[config.mk]
export PLATFORM = sky130hd
export DESIGN_NAME = muldiv_sequencer_flat
export DESIGN_NICKNAME = d
export VERILOG_FILES = /design/src/rtl/muldiv_sequencer_pkg.sv /design/src/rtl/muldiv_sequencer_if.sv /design/src/rtl/muldiv_sequencer_alu.sv /design/src/rtl/muldiv_sequencer.sv /design/src/flat_wrapper.sv
export SDC_FILE = /design/constraint.sdc
export NUM_CORES = 1
export LEC_CHECK = 0
export CAP_MARGIN = 20
export CELL_PAD_IN_SITES_DETAIL_PLACEMENT = 0
export CELL_PAD_IN_SITES_GLOBAL_PLACEMENT = 1
export CORE_ASPECT_RATIO = 0.75
export CORE_MARGIN = 4
export CORE_UTILIZATION = 40
export DETAILED_ROUTE_END_ITERATION = 16
export PLACE_DENSITY_LB_ADDON = 0.15
export SYNTH_ARGS = -nofsm -noshare
export SYNTH_HDL_FRONTEND = slang
export SYNTH_SLANG_ARGS = --single-unit
[constraint.sdc]
create_clock -name clock -period 7 [get_ports clock]
set_clock_uncertainty 0.2 [all_clocks]
set_input_delay 1.4 -clock clock [delete_from_list [all_inputs] [get_ports clock]]
set_output_delay 1.4 -clock clock [all_outputs]
set_load 0.005 [all_outputs]
[src/rtl/muldiv_sequencer_pkg.sv]
// Shared constants for the RV32M multiply/divide sequencer and its alu.
// Also holds the funct3 signedness helpers.
package muldiv_sequencer_pkg;

    localparam int unsigned MULDIV_LATENCY = 36;

    localparam logic [3:0] ALU_OPCODE_ADD      = 4'd0;
    localparam logic [3:0] ALU_OPCODE_SUBTRACT = 4'd1;
    localparam logic [3:0] ALU_OPCODE_AND      = 4'd2;
    localparam logic [3:0] ALU_OPCODE_OR       = 4'd3;
    localparam logic [3:0] ALU_OPCODE_XOR      = 4'd4;

    localparam logic [2:0] FUNCT3_MUL    = 3'b000;
    localparam logic [2:0] FUNCT3_MULH   = 3'b001;
    localparam logic [2:0] FUNCT3_MULHSU = 3'b010;
    localparam logic [2:0] FUNCT3_MULHU  = 3'b011;
    localparam logic [2:0] FUNCT3_DIV    = 3'b100;
    localparam logic [2:0] FUNCT3_DIVU   = 3'b101;
    localparam logic [2:0] FUNCT3_REM    = 3'b110;
    localparam logic [2:0] FUNCT3_REMU   = 3'b111;

    function automatic logic op1_signed(input logic [2:0] f);
        return (f == FUNCT3_MULH) || (f == FUNCT3_MULHSU) || (f == FUNCT3_DIV) ||
               (f == FUNCT3_REM);
    endfunction

    function automatic logic op2_signed(input logic [2:0] f);
        return (f == FUNCT3_MULH) || (f == FUNCT3_DIV) || (f == FUNCT3_REM);
    endfunction

endpackage

[src/rtl/muldiv_sequencer_if.sv]
// Request/response bundle between the execute stage and the muldiv sequencer.
interface muldiv_sequencer_if;
    logic        start;
    logic        kill;
    logic [2:0]  funct3;
    logic [31:0] operand1;
    logic [31:0] operand2;
    logic        busy;
    logic        done;
    logic [31:0] result;

    modport master (
        output start, kill, funct3, operand1, operand2,
        input  busy, done, result
    );

    modport slave (
        input  start, kill, funct3, operand1, operand2,
        output busy, done, result
    );
endinterface

[src/rtl/muldiv_sequencer_alu.sv]
// Purely combinational 32-bit alu shared with the execute stage.
module muldiv_sequencer_alu
    import muldiv_sequencer_pkg::*;
(
    input  logic [3:0]  operation_i,
    input  logic [31:0] operand1_i,
    input  logic [31:0] operand2_i,
    output logic [31:0] result_o
);

    always_comb begin
        result_o = '0;
        case (operation_i)
            ALU_OPCODE_ADD:      result_o = operand1_i + operand2_i;
            ALU_OPCODE_SUBTRACT: result_o = operand1_i - operand2_i;
            ALU_OPCODE_AND:      result_o = operand1_i & operand2_i;
            ALU_OPCODE_OR:       result_o = operand1_i | operand2_i;
            ALU_OPCODE_XOR:      result_o = operand1_i ^ operand2_i;
            default:             result_o = '0;
        endcase
    end

endmodule

[src/rtl/muldiv_sequencer.sv]
// Fixed-latency RV32M multiply/divide sequencer: shift-add multiply and restoring
// divide on magnitudes, with sign fixup, all arithmetic through one shared alu.
module muldiv_sequencer
    import muldiv_sequencer_pkg::*;
(
    input logic               clock,
    input logic               reset,
    muldiv_sequencer_if.slave bus
);

    localparam int unsigned ITERS = 32;

    typedef enum logic [2:0] {
        StIdle, StPrep1, StPrep2, StIter, StFixLo, StFixHi, StDone
    } state_e;

    state_e           state_q, state_d;
    logic [2:0]       funct3_q, funct3_d;
    logic [31:0]      x_q, x_d, y_q, y_d, hi_q, hi_d, lo_q, lo_d;
    logic [31:0]      result_q, result_d;
    logic [ITERS-1:0] iter_q, iter_d;
    logic             neg1_q, neg1_d, neg2_q, neg2_d;
    logic             busy_q, busy_d, done_q, done_d;

    logic [3:0]  alu_op;
    logic [31:0] alu_a, alu_b, alu_y;
    logic [31:0] rem_shift, y_mag;
    logic        is_div, neg_prod, accept, carry, sel_hi;

    muldiv_sequencer_alu u_alu (
        .operation_i (alu_op),
        .operand1_i  (alu_a),
        .operand2_i  (alu_b),
        .result_o    (alu_y)
    );

    // Multiply: x=multiplicand, {hi,lo}=accumulator. Divide: y=divisor, hi=r, lo=q.
    assign is_div    = funct3_q[2];
    assign neg_prod  = neg1_q ^ neg2_q;
    assign rem_shift = {hi_q[30:0], lo_q[31]};
    assign accept    = hi_q[31] | (rem_shift >= y_q);
    assign carry     = alu_y < x_q;
    assign sel_hi    = is_div ? funct3_q[1] : (funct3_q[1:0] != 2'b00);

    always_comb begin
        state_d  = state_q;
        funct3_d = funct3_q;
        x_d      = x_q;
        y_d      = y_q;
        hi_d     = hi_q;
        lo_d     = lo_q;
        iter_d   = iter_q;
        neg1_d   = neg1_q;
        neg2_d   = neg2_q;
        result_d = result_q;
        done_d   = 1'b0;
        alu_op   = ALU_OPCODE_ADD;
        alu_a    = '0;
        alu_b    = '0;
        y_mag    = y_q;

        unique case (state_q)
            StIdle: begin
                if (bus.start && !bus.kill) begin
                    funct3_d = bus.funct3;
                    x_d      = bus.operand1;
                    y_d      = bus.operand2;
                    state_d  = StPrep1;
                end
            end
            StPrep1: begin
                alu_op = ALU_OPCODE_SUBTRACT;
                alu_b  = x_q;
                neg1_d = op1_signed(funct3_q) & x_q[31];
                if (neg1_d) x_d = alu_y;
                state_d = StPrep2;
            end
            StPrep2: begin
                alu_op = ALU_OPCODE_SUBTRACT;
                alu_b  = y_q;
                neg2_d = op2_signed(funct3_q) & y_q[31];
                if (neg2_d) y_mag = alu_y;
                y_d     = y_mag;
                hi_d    = '0;
                lo_d    = is_div ? x_q : y_mag;
                iter_d  = {{(ITERS-1){1'b0}}, 1'b1};
                state_d = StIter;
            end
            StIter: begin
                if (is_div) begin
                    alu_op = ALU_OPCODE_SUBTRACT;
                    alu_a  = rem_shift;
                    alu_b  = y_q;
                    hi_d   = accept ? alu_y : rem_shift;
                    lo_d   = {lo_q[30:0], accept};
                end else begin
                    alu_a = hi_q;
                    alu_b = x_q;
                    if (lo_q[0]) begin
                        hi_d = {carry, alu_y[31:1]};
                        lo_d = {alu_y[0], lo_q[31:1]};
                    end else begin
                        hi_d = {1'b0, hi_q[31:1]};
                        lo_d = {hi_q[0], lo_q[31:1]};
                    end
                end
                iter_d = iter_q << 1;
                if (iter_q[ITERS-1]) state_d = StFixLo;
            end
            StFixLo: begin
                // Divide by zero keeps the all-ones quotient unsigned.
                alu_op = ALU_OPCODE_SUBTRACT;
                alu_b  = lo_q;
                if (neg_prod && !(is_div && (y_q == '0))) lo_d = alu_y;
                state_d = StFixHi;
            end
            StFixHi: begin
                // Re-negating the remainder magnitude restores operand1 on divide by zero.
                if (is_div) begin
                    alu_op = ALU_OPCODE_SUBTRACT;
                    alu_b  = hi_q;
                    if (neg1_q) hi_d = alu_y;
                end else begin
                    alu_a = ~hi_q;
                    alu_b = {31'b0, lo_q == '0};
                    if (neg_prod) hi_d = alu_y;
                end
                done_d   = 1'b1;
                result_d = sel_hi ? hi_d : lo_d;
                state_d  = StDone;
            end
            StDone: state_d = StIdle;
            default: state_d = StIdle;
        endcase

        if (bus.kill && (state_q != StIdle)) begin
            state_d  = StIdle;
            done_d   = 1'b0;
            result_d = result_q;
        end

        busy_d = (state_d != StIdle);
    end

    always_ff @(posedge clock) begin
        if (reset) begin
            state_q  <= StIdle;
            funct3_q <= '0;
            x_q      <= '0;
            y_q      <= '0;
            hi_q     <= '0;
            lo_q     <= '0;
            iter_q   <= '0;
            neg1_q   <= 1'b0;
            neg2_q   <= 1'b0;
            result_q <= '0;
            busy_q   <= 1'b0;
            done_q   <= 1'b0;
        end else begin
            state_q  <= state_d;
            funct3_q <= funct3_d;
            x_q      <= x_d;
            y_q      <= y_d;
            hi_q     <= hi_d;
            lo_q     <= lo_d;
            iter_q   <= iter_d;
            neg1_q   <= neg1_d;
            neg2_q   <= neg2_d;
            result_q <= result_d;
            busy_q   <= busy_d;
            done_q   <= done_d;
        end
    end

    assign bus.busy   = busy_q;
    assign bus.done   = done_q;
    assign bus.result = result_q;

endmodule

[src/flat_wrapper.sv]
// flat-port wrapper written by rule: the top's interface ports become plain ports
module muldiv_sequencer_flat import muldiv_sequencer_pkg::*;
  (clock, reset, bus_start, bus_kill, bus_funct3, bus_operand1, bus_operand2, bus_busy, bus_done, bus_result);
  muldiv_sequencer_if bus_i ();
  input logic clock;
  input logic reset;
  input wire logic [$bits(bus_i.start)-1:0] bus_start;
  input wire logic [$bits(bus_i.kill)-1:0] bus_kill;
  input wire logic [$bits(bus_i.funct3)-1:0] bus_funct3;
  input wire logic [$bits(bus_i.operand1)-1:0] bus_operand1;
  input wire logic [$bits(bus_i.operand2)-1:0] bus_operand2;
  output wire logic [$bits(bus_i.busy)-1:0] bus_busy;
  output wire logic [$bits(bus_i.done)-1:0] bus_done;
  output wire logic [$bits(bus_i.result)-1:0] bus_result;
  assign bus_i.start = bus_start;
  assign bus_i.kill = bus_kill;
  assign bus_i.funct3 = bus_funct3;
  assign bus_i.operand1 = bus_operand1;
  assign bus_i.operand2 = bus_operand2;
  assign bus_busy = bus_i.busy;
  assign bus_done = bus_i.done;
  assign bus_result = bus_i.result;
  muldiv_sequencer u_core (.clock(clock), .reset(reset), .bus(bus_i));
endmodule
==> flow_metrics.py, run 1 <==
metrics = {
    "synth": {
        "seq_area_frac_synth_pct": 24.8,
        "synth-async-reset-ratio_pct": 0,
        "syn_area_per_cell_um2": 7.26,
        "synth-seq-cells": 202,
        "yosys.area_share.adder_pct": 7.42,
        "muxShareOfSynthArea_pct": 6.27,
        "netlist_area_um2": 16300,
        "yosys.area_share.simple_pct": 19.9,
        "synth.distinct_cells": 82,
        "synth_cells": 2245,
        "ys_warn_count": 0,
        "synth_top_family_by_area": "compound AO/OA/AOI/OAI gates",
        "synth_compound_area_share_pct": 31.3,
        "synth_edf_count": 0,
        "synth-xor-area-share_pct": 3.38,
        "synth_nets": 2412,
        "synthFlopType": "dfxtp_1",
    },
    "setup_path": {
        "arrival_ns": 6.92,
        "cp-end-kind": "register",
        "crit_required_ns": 7.25,
        "cp_cell_sequence": "and4b_1 > a32o_1 > a221o_1 > nor4_4 > nand3_1 > or3_1 > nor2_4 > a21oi_1 > xnor2_1 > ha_1 > a21oi_2 > o21ai_0 > a311oi_1 > o311ai_0 > a22oi_1 > xnor2_1 > xor2_2 > inv_2 > ha_1 > nand2_1 > nor3_1 > a21oi_1 > a221o_1 > a21o_1",
        "slowest_stage": "or3_1",
        "path_max_fanout": 12,
        "cpPeakStageDelay_ns": 0.55,
        "critical_path_class": "reg -> reg",
        "startpoint_type": "register",
    },
    "layout": {
        "stdcell_count": 2828,
        "final_common_cell": "nor2_1",
        "n_fill_cell": 4053,
        "layout_common_cells": "338 x nor2_1, 206 x a21oi_1, 199 x dfxtp_1",
        "nets": 2457,
        "syn_to_final_growth_pct": 16.7,
        "post_route_cells_drive_above_1_share_pct": 9.88,
    },
    "clock_tree": {
        "cts_buffers": 24,
        "cts_tree": "built",
        "h-tree-depth": 1,
        "cts.hold.buffers_added": 0,
        "cts_root_buffer": "clkbuf_16",
        "clk_latency_ns": 0.58,
        "clk_pin_slew_ns": 0.07,
        "ctsLongestPathBuffers": 3,
        "cts_sinks": 202,
    },
    "detailed_routing": {
        "wl_um": 77000,
        "drtIter0Drc": 2666,
        "drc": 0,
        "firstDrtPassIters": 9,
        "vias": 18400,
        "drtAntennaViolNets": 0,
        "vias_per_cell": 6.50,
        "wl_per_cell_um": 27.2,
    },
    "die": {
        "die-area_um2": 44000,
        "num_rows": 63,
        "pin_count": 105,
        "start_util_pct": 40.8,
        "die_y_um": 183,
        "core_um2": 39900,
        "die_width_um": 241,
    },
    "timing": {
        "period_share_pct": 95.3,
        "final.min_clock_period_ns": 6.67,
        "final_max_slew_viol_count": 0,
        "rsz0062_at_grt": "false",
        "worstMarginPinSlew_ns": 1.10,
        "finalHoldViolations": 0,
        "clock.fmax_ghz": 0.150,
        "setup_viol": 0,
        "setup_tns_ns": 0,
        "relSlewSlack_pct": 26.3,
    },
    "grt": {
        "grt_pass1_wl_um": 112000,
        "gr-total-overflow": 0,
        "grt_usage_pct": 33.6,
        "grt_pass1_vias": 16400,
        "antenna_found_initial": 1,
        "grt_max_degree": 88,
    },
    "power_and_ir_drop": {
        "power_density_nw_per_um2": 208,
        "power.leakage_uw": 0.00701,
        "peakVddDrop_mv": 0.172,
    },
    "placed_design": {
        "gp_congestion": 1.03,
        "post-place-cells": 2782,
        "dp_hpwl_um": 56300,
        "portBuffers": 104,
    },
    "hold_path": {
        "hp-class": "reg -> reg",
    },
    "job": {
        "maxCapViolCount": 0,
    },
    "status": {
        "status": "finished, final reports clean",
    },
}
path summary, 6_finish.rpt:
check / start / to / slack, ns / cells past startpoint
worst max-delay path: u_core.state_q[2] / u_core.hi_q[31] / 0.33 / 24
worst min-delay path: u_core.bus.result[10] / u_core.bus.result[10] / 0.25 / 2
worst min register to register: u_core.bus.result[10] / u_core.bus.result[10] / 0.25 / 2
worst max register to register: u_core.state_q[2] / u_core.hi_q[31] / 0.33 / 24
cell type report:
type / instances / area [µm²] / area share, %
Clock inverter: 12 / 163 / 0.856
Sequential cell: 202 / 4050 / 21.3
Tap cell: 520 / 651 / 3.42
Antenna cell: 1 / 2.50 / 0.0132
Timing Repair Buffer: 224 / 1960 / 10.3
Clock buffer: 31 / 647 / 3.40
Inverter: 85 / 319 / 1.68
Multi-Input combinational cell: 1753 / 11200 / 59.0
metal layers:
| layer | vias to the layer above | share of wire [%] | global-route usage, % |
|---|---|---|---|
| li1 | 8366 | - | - |
| met1 | 8706 | 45 | 52.6 |
| met2 | 1166 | 36 | 42.2 |
| met3 | 132 | 15 | 11.7 |
| met4 | 2 | 3.2 | 9.13 |
| met5 | - | 0.13 | 1.84 |
critical path, delay by kind of cell, from the launching register on:
| kind | cells | cell delay (ns) |
|---|---|---|
| buffers and inverters | 1 | 0.09 |
| AND/OR/NAND/NOR | 7 | 2.02 |
| flip-flops | 1 | 0.46 |
| XOR/XNOR | 3 | 0.59 |
| adder cells (fa/ha/maj) | 2 | 0.73 |
| AO/OA/AOI/OAI | 11 | 2.47 |
per-stage QoR:
stage          hold WS, ns  setup WS, ns  utilization (%)  power (µW)  cell area, µm²
2_1_floorplan        0.248          1.13                -        1990           16300
3_3_place_gp         0.241         0.346             45.5        2570           18200
3_5_place_dp         0.247         0.194             45.5        2580           18200
4_1_cts              0.255         0.125             47.5        3910           19000
5_1_grt              0.271      0.000814             47.6        4120           19000
6_report             0.252         0.329             47.7        3960           19000
sequential cells by signal (all words and copies together) (netlist names):
name,cells
u_core.funct3_q,3
u_core.bus.busy,1
u_core.neg2_q,1
u_core.bus.done,1
u_core.state_q,3
u_core.iter_q,32
u_core.bus.result,32
u_core.hi_q,32
u_core.neg1_q,1
u_core.x_q,32
u_core.lo_q,32
u_core.y_q,32
power by group:
group          internal, µW  switching [µW]
clock                   767             561
sequential             1180            72.1
combinational           485             894
total                  2430            1530
cells by family (layout without fill, tap and decap cells):
kind of cell    after synthesis  after routing
xor+xnor                     62             62
mux                          99             99
buf+inv                     290            352
compound gates              765            765
simple gates                731            731
other cells                   0              1
fa+ha+maj                    96             96
flops                       202            202
synthesized netlist by cell type, types with 20 or more instances:
library cell / number / area (µm²)
o221ai_1: 20 / 175
mux2i_1: 75 / 751
a31oi_1: 28 / 175
nor2_1: 341 / 1280
xor2_1: 24 / 210
clkbuf_1: 165 / 619
nor3_1: 35 / 175
nand3_1: 47 / 235
nor4_1: 20 / 125
o21ai_0: 130 / 651
o22ai_1: 25 / 156
o211ai_1: 20 / 150
buf_1: 24 / 90.1
xnor2_1: 37 / 324
ha_1: 95 / 1190
a221oi_1: 26 / 228
a211oi_1: 58 / 435
a21o_1: 26 / 195
a21oi_1: 208 / 1040
a222oi_1: 27 / 270
a22oi_1: 77 / 578
inv_1: 83 / 312
a311oi_1: 33 / 289
mux2_2: 24 / 270
dfxtp_1: 202 / 4040
nand2_1: 187 / 702
timing repair:
action | CTS | global route
endpoints found under the hold margin | 0 | 0
buffers inserted | 0 | 2
endpoints found under the setup margin | 0 | 1
resized for setup | 0 | 5
Note: power is estimated with default switching activity, not from simulation.
==> run 2, diff against run 1 <==
Settings changed: SLEW_MARGIN from default to 10.
==> results of run 2 <==
Final layout, timing and power as in run 1 (identical DEF).
